==> config.mk <==
export PLATFORM = sky130hd
export DESIGN_NAME = gate_bank_sequencer
export DESIGN_NICKNAME = d
export VERILOG_FILES = /design/src/rtl/gate_seq_pkg.sv /design/src/rtl/gate_bank_sequencer_btn.sv /design/src/rtl/gate_bank_sequencer.sv
export SDC_FILE = /design/constraint.sdc
export NUM_CORES = 1
export LEC_CHECK = 0
export CORE_MARGIN = 3
export CORE_UTILIZATION = 41
export DETAILED_ROUTE_END_ITERATION = 10
export SLEW_MARGIN = 20
export SYNTH_ARGS = -nofsm -noshare
export SYNTH_HDL_FRONTEND = slang
export SYNTH_SLANG_ARGS = --single-unit
==> constraint.sdc <==
create_clock -name clk -period 7 [get_ports clk]
set_clock_uncertainty 0.15 [all_clocks]
set_input_delay 1.05 -clock clk [delete_from_list [all_inputs] [get_ports clk]]
set_output_delay 1.05 -clock clk [all_outputs]
set_load 0.01 [all_outputs]
==> src/rtl/gate_seq_pkg.sv <==
// Shared types and the gate-bank truth table for the gate bank sequencer.
// The expected() function defines the reference output vector per input pair.
package gate_seq_pkg;

    typedef enum logic [1:0] {
        IDLE = 2'd0,
        HOLD = 2'd1,
        DONE = 2'd2
    } state_t;

    localparam int Y_XOR = 0;
    localparam int Y_NOT = 1;
    localparam int Y_AND = 2;
    localparam int Y_OR  = 3;

    function automatic logic [3:0] expected(input logic x0, input logic x1);
        logic [3:0] y;
        y        = '0;
        y[Y_XOR] = x0 ^ x1;
        y[Y_NOT] = ~x0;
        y[Y_AND] = x0 & x1;
        y[Y_OR]  = x0 | x1;
        return y;
    endfunction

endpackage

==> src/rtl/gate_bank_sequencer_btn.sv <==
// Push-button conditioner: 2-flop synchroniser, plus a stable-count
// filter when GATE_SEQ_DEBOUNCE_EN is defined.
module btn_conditioner
`ifdef GATE_SEQ_DEBOUNCE_EN
#(
    parameter int DB_CYCLES = 1000
)
`endif
(
    input  logic clk,
    input  logic rst_n,
    input  logic btn,
    output logic btn_o
);

    logic [1:0] sync_q;
    logic [1:0] sync_d;

    always_comb begin
        sync_d = {sync_q[0], btn};
    end

    always_ff @(posedge clk or negedge rst_n) begin
        if (!rst_n) begin
            sync_q <= '0;
        end else begin
            sync_q <= sync_d;
        end
    end

`ifdef GATE_SEQ_DEBOUNCE_EN
    localparam int CW = $clog2(DB_CYCLES + 1);

    logic          stable_q;
    logic          stable_d;
    logic [CW-1:0] cnt_q;
    logic [CW-1:0] cnt_d;

    // Accept a new level only after DB_CYCLES consecutive differing samples.
    always_comb begin
        stable_d = stable_q;
        cnt_d    = '0;
        if (sync_q[1] != stable_q) begin
            if (cnt_q == CW'(DB_CYCLES - 1)) begin
                stable_d = sync_q[1];
            end else begin
                cnt_d = cnt_q + CW'(1);
            end
        end
    end

    always_ff @(posedge clk or negedge rst_n) begin
        if (!rst_n) begin
            stable_q <= 1'b0;
            cnt_q    <= '0;
        end else begin
            stable_q <= stable_d;
            cnt_q    <= cnt_d;
        end
    end

    assign btn_o = stable_q;
`else
    assign btn_o = sync_q[1];
`endif

endmodule

==> src/rtl/gate_bank_sequencer.sv <==
// Gate bank sequencer: manual or swept drive of x0/x1 with self-check.
// Define GATE_SEQ_DEBOUNCE_EN to add a debounce filter on the buttons.
module gate_bank_sequencer
    import gate_seq_pkg::*;
#(
    parameter int DWELL_W   = 16,
    parameter int DB_CYCLES = 1000
) (
    input  logic               clk,
    input  logic               rst_n,
    input  logic               start,
    input  logic               auto_loop,
    input  logic [DWELL_W-1:0] dwell,
    input  logic               btn_a,
    input  logic               btn_b,
    output logic               gate_x0,
    output logic               gate_x1,
    input  logic [3:0]         gate_y,
    output logic [3:0]         led,
    output logic               busy,
    output logic               done,
    output logic               pass,
    output logic [3:0]         err_vec
);

    logic btn_a_c;
    logic btn_b_c;

`ifdef GATE_SEQ_DEBOUNCE_EN
    btn_conditioner #(.DB_CYCLES(DB_CYCLES)) u_btn_a (
`else
    btn_conditioner u_btn_a (
`endif
        .clk   (clk),
        .rst_n (rst_n),
        .btn   (btn_a),
        .btn_o (btn_a_c)
    );

`ifdef GATE_SEQ_DEBOUNCE_EN
    btn_conditioner #(.DB_CYCLES(DB_CYCLES)) u_btn_b (
`else
    btn_conditioner u_btn_b (
`endif
        .clk   (clk),
        .rst_n (rst_n),
        .btn   (btn_b),
        .btn_o (btn_b_c)
    );

    state_t             state_q, state_d;
    logic [1:0]         idx_q, idx_d;
    logic [DWELL_W-1:0] cnt_q, cnt_d;
    logic [DWELL_W-1:0] dw_q, dw_d;
    logic               x0_q, x0_d;
    logic               x1_q, x1_d;
    logic [3:0]         led_q, led_d;
    logic               done_q, done_d;
    logic               pass_q, pass_d;
    logic [3:0]         err_q, err_d;
    logic [3:0]         mism;
    logic [DWELL_W-1:0] dw_eff;

    assign dw_eff = (dwell == '0) ? DWELL_W'(1) : dwell;
    assign mism   = gate_y ^ expected(idx_q[0], idx_q[1]);

    always_comb begin
        state_d = state_q;
        idx_d   = idx_q;
        cnt_d   = cnt_q;
        dw_d    = dw_q;
        x0_d    = x0_q;
        x1_d    = x1_q;
        led_d   = gate_y;
        done_d  = 1'b0;
        pass_d  = pass_q;
        err_d   = err_q;
        unique case (state_q)
            IDLE: begin
                x0_d = btn_a_c;
                x1_d = btn_b_c;
                if (start) begin
                    state_d = HOLD;
                    idx_d   = '0;
                    cnt_d   = '0;
                    dw_d    = dw_eff;
                    err_d   = '0;
                    x0_d    = 1'b0;
                    x1_d    = 1'b0;
                end
            end
            HOLD: begin
                cnt_d = cnt_q + DWELL_W'(1);
                if (cnt_q == dw_q - DWELL_W'(1)) begin
                    err_d = err_q | mism;
                    cnt_d = '0;
                    if (idx_q == 2'd3) begin
                        state_d = DONE;
                        done_d  = 1'b1;
                        pass_d  = (err_d == '0);
                    end else begin
                        idx_d        = idx_q + 2'd1;
                        {x1_d, x0_d} = idx_q + 2'd1;
                    end
                end
            end
            DONE: begin
                if (auto_loop) begin
                    state_d = HOLD;
                    idx_d   = '0;
                    cnt_d   = '0;
                    dw_d    = dw_eff;
                    err_d   = '0;
                    x0_d    = 1'b0;
                    x1_d    = 1'b0;
                end else begin
                    state_d = IDLE;
                end
            end
            default: begin
                state_d = IDLE;
            end
        endcase
    end

    always_ff @(posedge clk or negedge rst_n) begin
        if (!rst_n) begin
            state_q <= IDLE;
            idx_q   <= '0;
            cnt_q   <= '0;
            dw_q    <= DWELL_W'(1);
            x0_q    <= 1'b0;
            x1_q    <= 1'b0;
            led_q   <= '0;
            done_q  <= 1'b0;
            pass_q  <= 1'b0;
            err_q   <= '0;
        end else begin
            state_q <= state_d;
            idx_q   <= idx_d;
            cnt_q   <= cnt_d;
            dw_q    <= dw_d;
            x0_q    <= x0_d;
            x1_q    <= x1_d;
            led_q   <= led_d;
            done_q  <= done_d;
            pass_q  <= pass_d;
            err_q   <= err_d;
        end
    end

    assign gate_x0 = x0_q;
    assign gate_x1 = x1_q;
    assign led     = led_q;
    assign busy    = (state_q != IDLE);
    assign done    = done_q;
    assign pass    = pass_q;
    assign err_vec = err_q;

endmodule

# --- Yosys cells after proc, flatten, opt, wreduce, memory -nomap -nowiden ---
# Index checks and enable logic that the tools add are counted.
totals:
  ff_bits: 52
classes:
  add_sub_neg: 3
  eq_ne: 9
  muxes: 34
  bitwise_logic: 6
  n_reduce_logical: 13
ops:
  columns: ["op", "count"]
  rows:
  - ["$mux W16", 6]
  - ["$pmux W16 S3", 1]
  - ["$pmux W16 S2", 1]
  - ["$add A16 B1 Y16 const B", 1]
  - ["$eq A16 B16 Y1", 1]
  - ["$logic_not A16 Y1", 1]
  - ["$sub A16 B1 Y16 const B", 1]
  - ["$mux W2", 7]
  - ["$mux W4", 3]
  - ["$pmux W2 S3", 2]
  - ["$pmux W4 S3", 1]
  - ["$reduce_and A3 Y1", 4]
  - ["$mux W1", 11]
  - ["$ne A2 B2 Y1 const B", 5]
  - ["$reduce_and A4 Y1", 2]
  - ["$pmux W1 S3", 2]
  - ["$reduce_and A5 Y1", 1]
  - ["$eq A2 B2 Y1 const B", 2]
  - ["$logic_not A4 Y1", 1]
  - ["$or A4 B4 Y4", 1]
  - ["$reduce_bool A2 Y1", 2]
  - ["$xor A4 B4 Y4", 1]
  - ["$reduce_bool A3 Y1", 1]
  - ["$add A2 B1 Y2 const B", 1]
  - ["other kinds (6)", 6]

# --- Logic depth before layout (Yosys ltp) ---
# Gate-level depths: netlist of run 1.
logic_depth:
  word_depth: 5
  ltp_mapped: 11

# --- Modules after synthesis ---
# From an unflattened synthesis of run 1, not the netlist that was laid out.
unflattened:
  cells_unflattened: 311
  hier_area_um2: 3026.7
by_module_without_submodules:
  columns: ["module", "n_inst", "cells_per_inst", "area_per_inst_um2", "seq_area_each_um2"]
  rows:
  - ["gate_bank_sequencer", 1, 307, 2926.6, 1202.4]
  - ["btn_conditioner", 2, 2, 50.0, 50.0]

# --- Least setup slack after synthesis of run 1 ---
# OpenSTA, ideal clock, no wires.
synth_path:
  path_type: "register to register"
  start: "reg dw_q[0]"
  end: "reg idx_q[1]"
  t_arrival_ns: 2.632
  path_slack_ns: 4.092
  stages_incl_launch_ff: 11
  synth_period_minus_slack_ns: 2.908
  path_cell_list: "dfstp_2 > buf_6 > inv_1 > ha_1 > nor4b_4 > a221o_1 > o211ai_1 > o2111ai_1 > or4_4 > buf_6 > a311o_1"
synth_between:
  elab_chain_cells: 4
synth_lines:
  columns: ["element", "line", "rtl"]
  rows:
  - ["from (decl)", "gate_bank_sequencer.sv:54", "logic [DWELL_W-1:0] dw_q, dw_d;"]
  - ["from (signal assigned)", "gate_bank_sequencer.sv:142", "dw_q <= dw_d;"]
  - ["$sub A16 B1 Y16", "gate_bank_sequencer.sv:94", "if (cnt_q == dw_q - DWELL_W'(1)) begin"]
  - ["$eq A16 B16 Y1", "gate_bank_sequencer.sv:94", null]
  - ["$ne A2 B2 Y1 (no line)", null, null]
  - ["$reduce_and A5 Y1 (no line)", null, null]
  - ["to (signal assigned)", "gate_bank_sequencer.sv:140", "idx_q <= idx_d;"]
  - ["to (decl)", "gate_bank_sequencer.sv:52", "logic [1:0] idx_q, idx_d;"]
# Every way passes these cells.
# A chain may end at the register's enable or synchronous reset.

# --- Worst setup path in the final report of run 1 ---
layout_path:
  start: "reg dw_q[1]"
  end: "reg cnt_q[8]"
layout_between:
  elab_chain_cells: 4
layout_lines:
  columns: ["element", "line", "rtl"]
  rows:
  - ["$sub A16 B1 Y16", "gate_bank_sequencer.sv:94", null]
  - ["$eq A16 B16 Y1", "gate_bank_sequencer.sv:94", null]
  - ["$mux W16", "gate_bank_sequencer.sv:94", null]
  - ["$pmux W16 S3", "gate_bank_sequencer.sv:78", "unique case (state_q)"]
  - ["to (signal assigned)", "gate_bank_sequencer.sv:141", "cnt_q <= cnt_d;"]
  - ["to (decl)", "gate_bank_sequencer.sv:53", "logic [DWELL_W-1:0] cnt_q, cnt_d;"]
# Every way passes these cells.

==> metrics.md, run 1 <==
| Metric | Value |
|---|---|
| Slew @ Worst Pin | `approximately 0.67 ns` |
| Final worst path period share | `0.492` |
| Slew Limit Fails | `0` |
| Final antenna-violating net count | `0` |
| Ant diodes | `0` |
| Drt drc | `0` |
| Core ar. | `between 0.007 and 0.008 sq mm` |
| CTS max path bufs | `2` |
| Worst Path Required | `between 7 and 8 ns` |
| Util after Layout | `0.511` |
| Final HPWL DP | `roughly 4.8 mm` |
| Area share of the largest cell type after synthesis | `0.417` |
| Synth area leader | `dfrtp_1` |
| Max Fclk | `0.290 GHz` |
| # rows | `30` |
| Post-CTS setup buffers | `0` |
| Post-Synthesis Cells | `about 310` |
| Slew headroom | `0.553` |
| CTS HTree Levels | `2` |
| DR iter-0 viols | `between 100 and 150` |
| Synth Register Bits | `52` |
| Crit path time final | `around 3.4 ns` |
| Initial Util | `0.436` |
| Gr usage total | `0.164` |
| Routing usage on met3 | `0.0284` |
| Post-synth top flop | `dfrtp_1` |
| Reg clk slew, reported paths | `around 0.10 ns` |
| Placed inst area | `~0.0035 sq mm` |
| Pin count of the biggest net entering global routing | `53` |
| Sequential cell area fraction in the yosys report | `0.425` |
| PwrDens | `approximately 310 mW/mm^2` |
| Most Crowded Layer GR | `met2` |
| Via count | `2290` |
| Port buffer count | `38` |
| Final WL | `roughly 6.4 mm` |
| Critical path class | `reg2reg` |
| Setup tns final | `0 ns` |
| Ports | `39` |
| Commonest non-fill, non-tap cell in the layout | `dfrtp_1` |
| Met1 usage | `0.242` |
| Initial antenna violation count | `0` |
| Critical Path Source Type | `register` |
| Endpoint class of the critical path | `register` |
| Power, Total | `between 1 and 1.5 mW` |
| Leakage | `about 1.5 nW` |
| Syn Area/Cell | `just under 10 sq um` |
| Final WS setup | `3.55 ns` |
| Die Wd | `92.4 microns` |
| Post-DR vias/cell | `5.18` |
| Clk root buf | `clkbuf_8` |
| Number of synthesized flops with an enable pin | `0` |
| Max-cap violations | `0` |
| Ranking of synthesized cells by area | `dfrtp_1 42%, xnor2_1 6.3%, mux2_2 4.8%` |
| Ratio of cells with drive above 1 in the final layout | `0.104` |
| Sink Count | `52` |
| Post-synthesis net count | `about 350` |
| Nets | `379` |
| CTS Buf Count | `5` |
| M2 GR Usage | `0.247` |
| CTS resizes | `0` |
| First-pass GRT wire length | `~11 mm` |
| Gpl congestion | `between 0.8 and 0.9` |
| Final instance area | `0.00359 sq mm` |
| Wire per inst | `14.6 microns` |
| Placement Setup Slack | `approximately 3.4 ns` |
| Min-Delay Path Class | `reg2reg` |
| FFs w/ async S/R, synth | `1.00` |
| Arrival time at the worst endpoint | `roughly 3.5 ns` |
| Final setup viols | `0` |
| Peak supply drop | `113 uV` |
| Vias in the first global route | `2281` |
| Pre-antenna DRT Iters | `5` |
| Die Area | `roughly 0.0085 sq mm` |
| Synth unique cells | `52` |
| RSZ-0062 raised after global routing | `false` |
| Status | `completed` |
| Clock Latency Late Sink | `0.32 ns` |
| CTS tree | `built` |
| Layout area overhead | `17.1%` |
| Grt total ovfl | `0` |
| Commonest cells after routing, fill and taps aside | `51 x dfrtp_1, 37 x clkdlybuf4s50_1, 27 x nor2_1` |
| Mapped Area | `between 0.003 and 0.004 sq mm` |
| Fin. Hold Viols | `0` |
| Hold buffers post-CTS | `0` |
| CP max FO | `14` |
| Yosys warning count | `0` |
| Die H | `92.4 microns` |
-- flip-flops by register name, indices dropped and copies added, names as in the netlist, 2 cells and up --
| register | cells |
|---|---|
| cnt_q | 16 |
| dw_q | 16 |
| err_vec | 4 |
| led | 4 |
| idx_q | 2 |
| state_q | 2 |
| u_btn_a.sync_q | 2 |
| u_btn_b.sync_q | 2 |
-- worst max-delay path, stage by stage, from the launching register on --
cell and delay [ns]:
dfrtp_1 0.45, inv_1 0.11, ha_1 0.19, nor4b_4 0.49, nand3_1 0.18, xnor2_1 0.24, o2111ai_1 0.18, or4_4 0.69
a21oi_2 0.52, nor2_1 0.10
-- synthesized netlist by cell type, drive strengths merged, types with 5 or more instances --
| library cell | number |
|---|---|
| dfrtp | 51 |
| nor2 | 27 |
| nand2 | 26 |
| xnor2 | 22 |
| xor2 | 16 |
| inv | 15 |
| mux2 | 13 |
| nor3 | 13 |
| nand3 | 12 |
| o21ai | 10 |
| nor4 | 9 |
| clkbuf | 8 |
| ha | 8 |
| nor2b | 7 |
| a21oi | 6 |
| buf | 6 |
| or3 | 6 |
| nand4 | 5 |
| o211ai | 5 |
| o31ai | 5 |
-- worst paths after layout --
kind / slack, ns / startpoint / endpoint / depth (start not counted)
max: 3.55 / dw_q[1] / cnt_q[8] / 9
min: 0.21 / u_btn_a.sync_q[0] / u_btn_a.sync_q[1] / 0
max reg2reg: 3.55 / dw_q[1] / cnt_q[8] / 9
min reg2reg: 0.21 / u_btn_a.sync_q[0] / u_btn_a.sync_q[1] / 0
max in group asynchronous: 5.56 / rst_n / cnt_q[7] / 2
min in group asynchronous: 0.69 / rst_n / dw_q[14] / 2
-- cell families after synthesis --
kind of cell | Yosys count | synth area share
AOI/OAI and AO/OA | 42 | 0.0948
xor gates and xnor gates | 38 | 0.109
adders and majority gates | 8 | 0.0327
buffers and inverters | 29 | 0.0458
DFF | 52 | 0.425
muxes | 17 | 0.0609
and+or+nand+nor | 126 | 0.232
-- layer usage --
metal | wire [microns] | vias up
met5 | 0 | -
met4 | 74 | 0
met3 | 191 | 5
met2 | 2880 | 26
met1 | 3300 | 1092
li1 | - | 1167
-- per-stage QoR --
step | hold slack (ns) | instances
after floorplan | 0.181 | 312
after CTS | 0.208 | 442
after global placement | 0.182 | 434
final | 0.207 | 442
after detailed placement | 0.185 | 434
after global routing | 0.214 | 442
-- power breakdown --
| group | internal [mW] | total, mW | switching, mW |
|---|---|---|---|
| Sequential | 0.382 | 0.519 | 0.136 |
| Combinational | 0.220 | 0.422 | 0.202 |
| Clock | 0.0711 | 0.179 | 0.108 |
-- area by class of cell --
class / count / area (sq um)
tap: 96 / 120
clock inverter: 3 / 23.8
inverter: 15 / 56.3
clock buffer: 5 / 68.8
multi-input combinational: 231 / 1620
timing repair buffer: 40 / 390
sequential: 52 / 1300
fill: 681 / 3430
(Power assumes the default switching activity.)
==> inputs of run 2 (changes only) <==
==> constraint.sdc (replaced) <==
create_clock -name clk -period 3.2 [get_ports clk]
set_clock_uncertainty 0.15 [all_clocks]
set_input_delay 0.48 -clock clk [delete_from_list [all_inputs] [get_ports clk]]
set_output_delay 0.48 -clock clk [all_outputs]
set_load 0.01 [all_outputs]
==> run 2 against run 1 <==
Effect of this change:
- clock power increased by 130%
- clock-buffer cell count increased by 1
- register-to-register slack worse by 3.5 ns
- power rose by 130%
- hold slack got worse by 0.00099 ns
- first-iteration DRC count is 28% higher
- global-route usage is 0.76 points higher
- via count rose by 5.9%
- routed wire length up 7.7%
- die area unchanged
- cell count is 4.5% higher
- fmax grew 11%
- largest cell class unchanged
==> metrics.md, run 2 (synthesized netlist as in run 1, its figures left out) <==
| Metric | Value |
|---|---|
| Status | `completed` |
| CTS tree | `built` |
| Placed inst area | `0.00359 sq mm` |
| CTS HTree Levels | `2` |
| Slew @ Worst Pin | `roughly 0.72 ns` |
| Initial Util | `0.436` |
| Drt drc | `0` |
| Non-filler cells, final | `462` |
| Inst Count DP | `roughly 450` |
| Worst Path Required | `roughly 3.3 ns` |
| Grt total ovfl | `0` |
| Final setup viols | `0` |
| Fill cells | `approximately 650` |
| Nets | `approximately 400` |
| DR iter-0 viols | `between 100 and 150` |
| Die Wd | `between 90 and 100 microns` |
| Pin count of the biggest net entering global routing | `23` |
| Gpl congestion | `a little under 0.9` |
| Final HPWL DP | `just over 5 mm` |
| Final WL | `between 6 and 7 mm` |
| Slew Limit Fails | `0` |
| Net switching power | `1.04 mW` |
| # rows | `30` |
| Final instance area | `0.00382 sq mm` |
| Min-Delay Path Class | `reg2reg` |
| Gr usage total | `0.171` |
| First-pass GRT wire length | `approximately 12 mm` |
| Critical Path Source Type | `register` |
| Clock Latency Late Sink | `approximately 0.31 ns` |
| Comb pwr share | `0.425` |
| CTS max path bufs | `2` |
| CTS Buf Count | `5` |
| Critical path class | `reg2reg` |
| CP max FO | `8` |
| Ports | `39` |
| Slew headroom | `0.520` |
| Via count | `2424` |
| Max-cap violations | `0` |
| Peak supply drop | `between 200 and 300 uV` |
| Leakage | `1.56 nW` |
| Arrival time at the worst endpoint | `3.18 ns` |
| Util after Layout | `0.544` |
| Core ar. | `between 0.007 and 0.008 sq mm` |
| Final worst path period share | `0.972` |
| Post-DR vias/cell | `5.25` |
| Ratio of cells with drive above 1 in the final layout | `0.175` |
| Power, Total | `2.63 mW` |
| Commonest non-fill, non-tap cell in the layout | `dfrtp_1` |
| Layout area overhead | `24.7%` |
| Clock power share | `0.155` |
| Sink Count | `52` |
| Fin. Hold Viols | `0` |
| Pre-antenna DRT Iters | `4` |
| Clk root buf | `clkbuf_8` |
| Switching Fraction | `0.397` |
| Wire per inst | `roughly 15 microns` |
| Biggest regs | `cnt_q: 16 flops, dw_q: 16 flops` |
| Int Pwr | `roughly 1.6 mW` |
| Initial antenna violation count | `0` |
| Die Area | `approximately 0.0085 sq mm` |
| Seq pwr share | `0.420` |
| Vias in the first global route | `~2400` |
| Ant diodes | `0` |
| Max Fclk | `between 0.3 and 0.4 GHz` |
| Final antenna-violating net count | `0` |
| PwrDens | `689 mW/mm^2` |
| Reg clk slew, reported paths | `~0.10 ns` |
| Die H | `about 92 microns` |
| Endpoint class of the critical path | `register` |
| Crit path time final | `~3.1 ns` |
| Commonest cells after routing, fill and taps aside | `50 x dfrtp_1, 37 x clkdlybuf4s50_1, 27 x nor2_1` |
| Port buffer count | `38` |
-- run 2: area by class of cell --
| class | instances | area, sq um | share of cell area |
|---|---|---|---|
| Timing Repair Buffer | 59 | 548 | 0.144 |
| Inverter | 15 | 56.3 | 0.0147 |
| Tap cell | 96 | 120 | 0.0315 |
| Clock inverter | 2 | 15.0 | 0.00393 |
| Multi-Input combinational cell | 232 | 1690 | 0.443 |
| Clock buffer | 6 | 82.6 | 0.0216 |
| Sequential cell | 52 | 1300 | 0.342 |
-- run 2: final timing paths --
check	from	to	slack, ns	cells after the start
max	dw_q[0]	err_vec[1]	0.09	9
max in group asynchronous	rst_n	dw_q[0]	1.75	3
max reg2reg	dw_q[0]	err_vec[1]	0.09	9
min in group asynchronous	rst_n	led[0]	0.51	2
min reg2reg	u_btn_a.sync_q[0]	u_btn_a.sync_q[1]	0.21	0
min	u_btn_a.sync_q[0]	u_btn_a.sync_q[1]	0.21	0
-- run 2: what timing repair did --
item / in CTS / in global routing
resized for setup: 0 / 13
buffers inserted: 0 / 7
hold buffers: 1 / 0
endpoints found under the hold margin: 18 / 0
endpoints found under the setup margin: 0 / 21
-- run 2: worst max-delay path, cell delays in order (launching register included) --
cell and delay, ns:
dfstp_2 0.43, inv_1 0.11, ha_4 0.15, nor4b_4 0.42
nand4_1 0.24, xnor2_2 0.24, nand4_1 0.15, or4_4 0.64
or2_4 0.28, o31ai_1 0.23
-- run 2: routing by layer --
layer | vias to the layer above | global-route usage | share of wire
li1 | 1207 | - | -
met1 | 1174 | 0.259 | 0.50
met2 | 41 | 0.251 | 0.46
met3 | 2 | 0.0317 | 0.038
met4 | 0 | 0.0446 | 0.0061
met5 | - | 0 | 0
-- run 2: through the flow --
stage / setup TNS [ns] / setup WS (ns) / hold WS (ns)
global placement: 0 / 0.108 / 0.182
global route: -0.149 / -0.0282 / 0.213
detailed placement: 0 / 0.0767 / 0.186
floorplan: 0 / 0.292 / 0.0344
finish: 0 / 0.0912 / 0.206
CTS: 0 / 0.0398 / 0.209
-- run 2: power by group through the flow --
stage                     sequential (mW)  clock [mW]  combinational [mW]
after global routing                 1.14       0.442                1.26
after global placement               1.11           0                1.00
after CTS                            1.10       0.415                1.02
after detailed placement             1.11           0                1.02
final                                1.10       0.406                1.12
after floorplan                      1.02           0               0.813
==> inputs of run 3 (changes only) <==
--- a/config.mk
+++ b/config.mk
@@ -5,6 +5,7 @@
 export SDC_FILE = /design/constraint.sdc
 export NUM_CORES = 1
 export LEC_CHECK = 0
+export CAP_MARGIN = 10
 export CORE_MARGIN = 3
 export CORE_UTILIZATION = 41
 export DETAILED_ROUTE_END_ITERATION = 10
==> results of run 3 <==
Same layout as run 2: the final DEF is identical, and so are final timing and power.
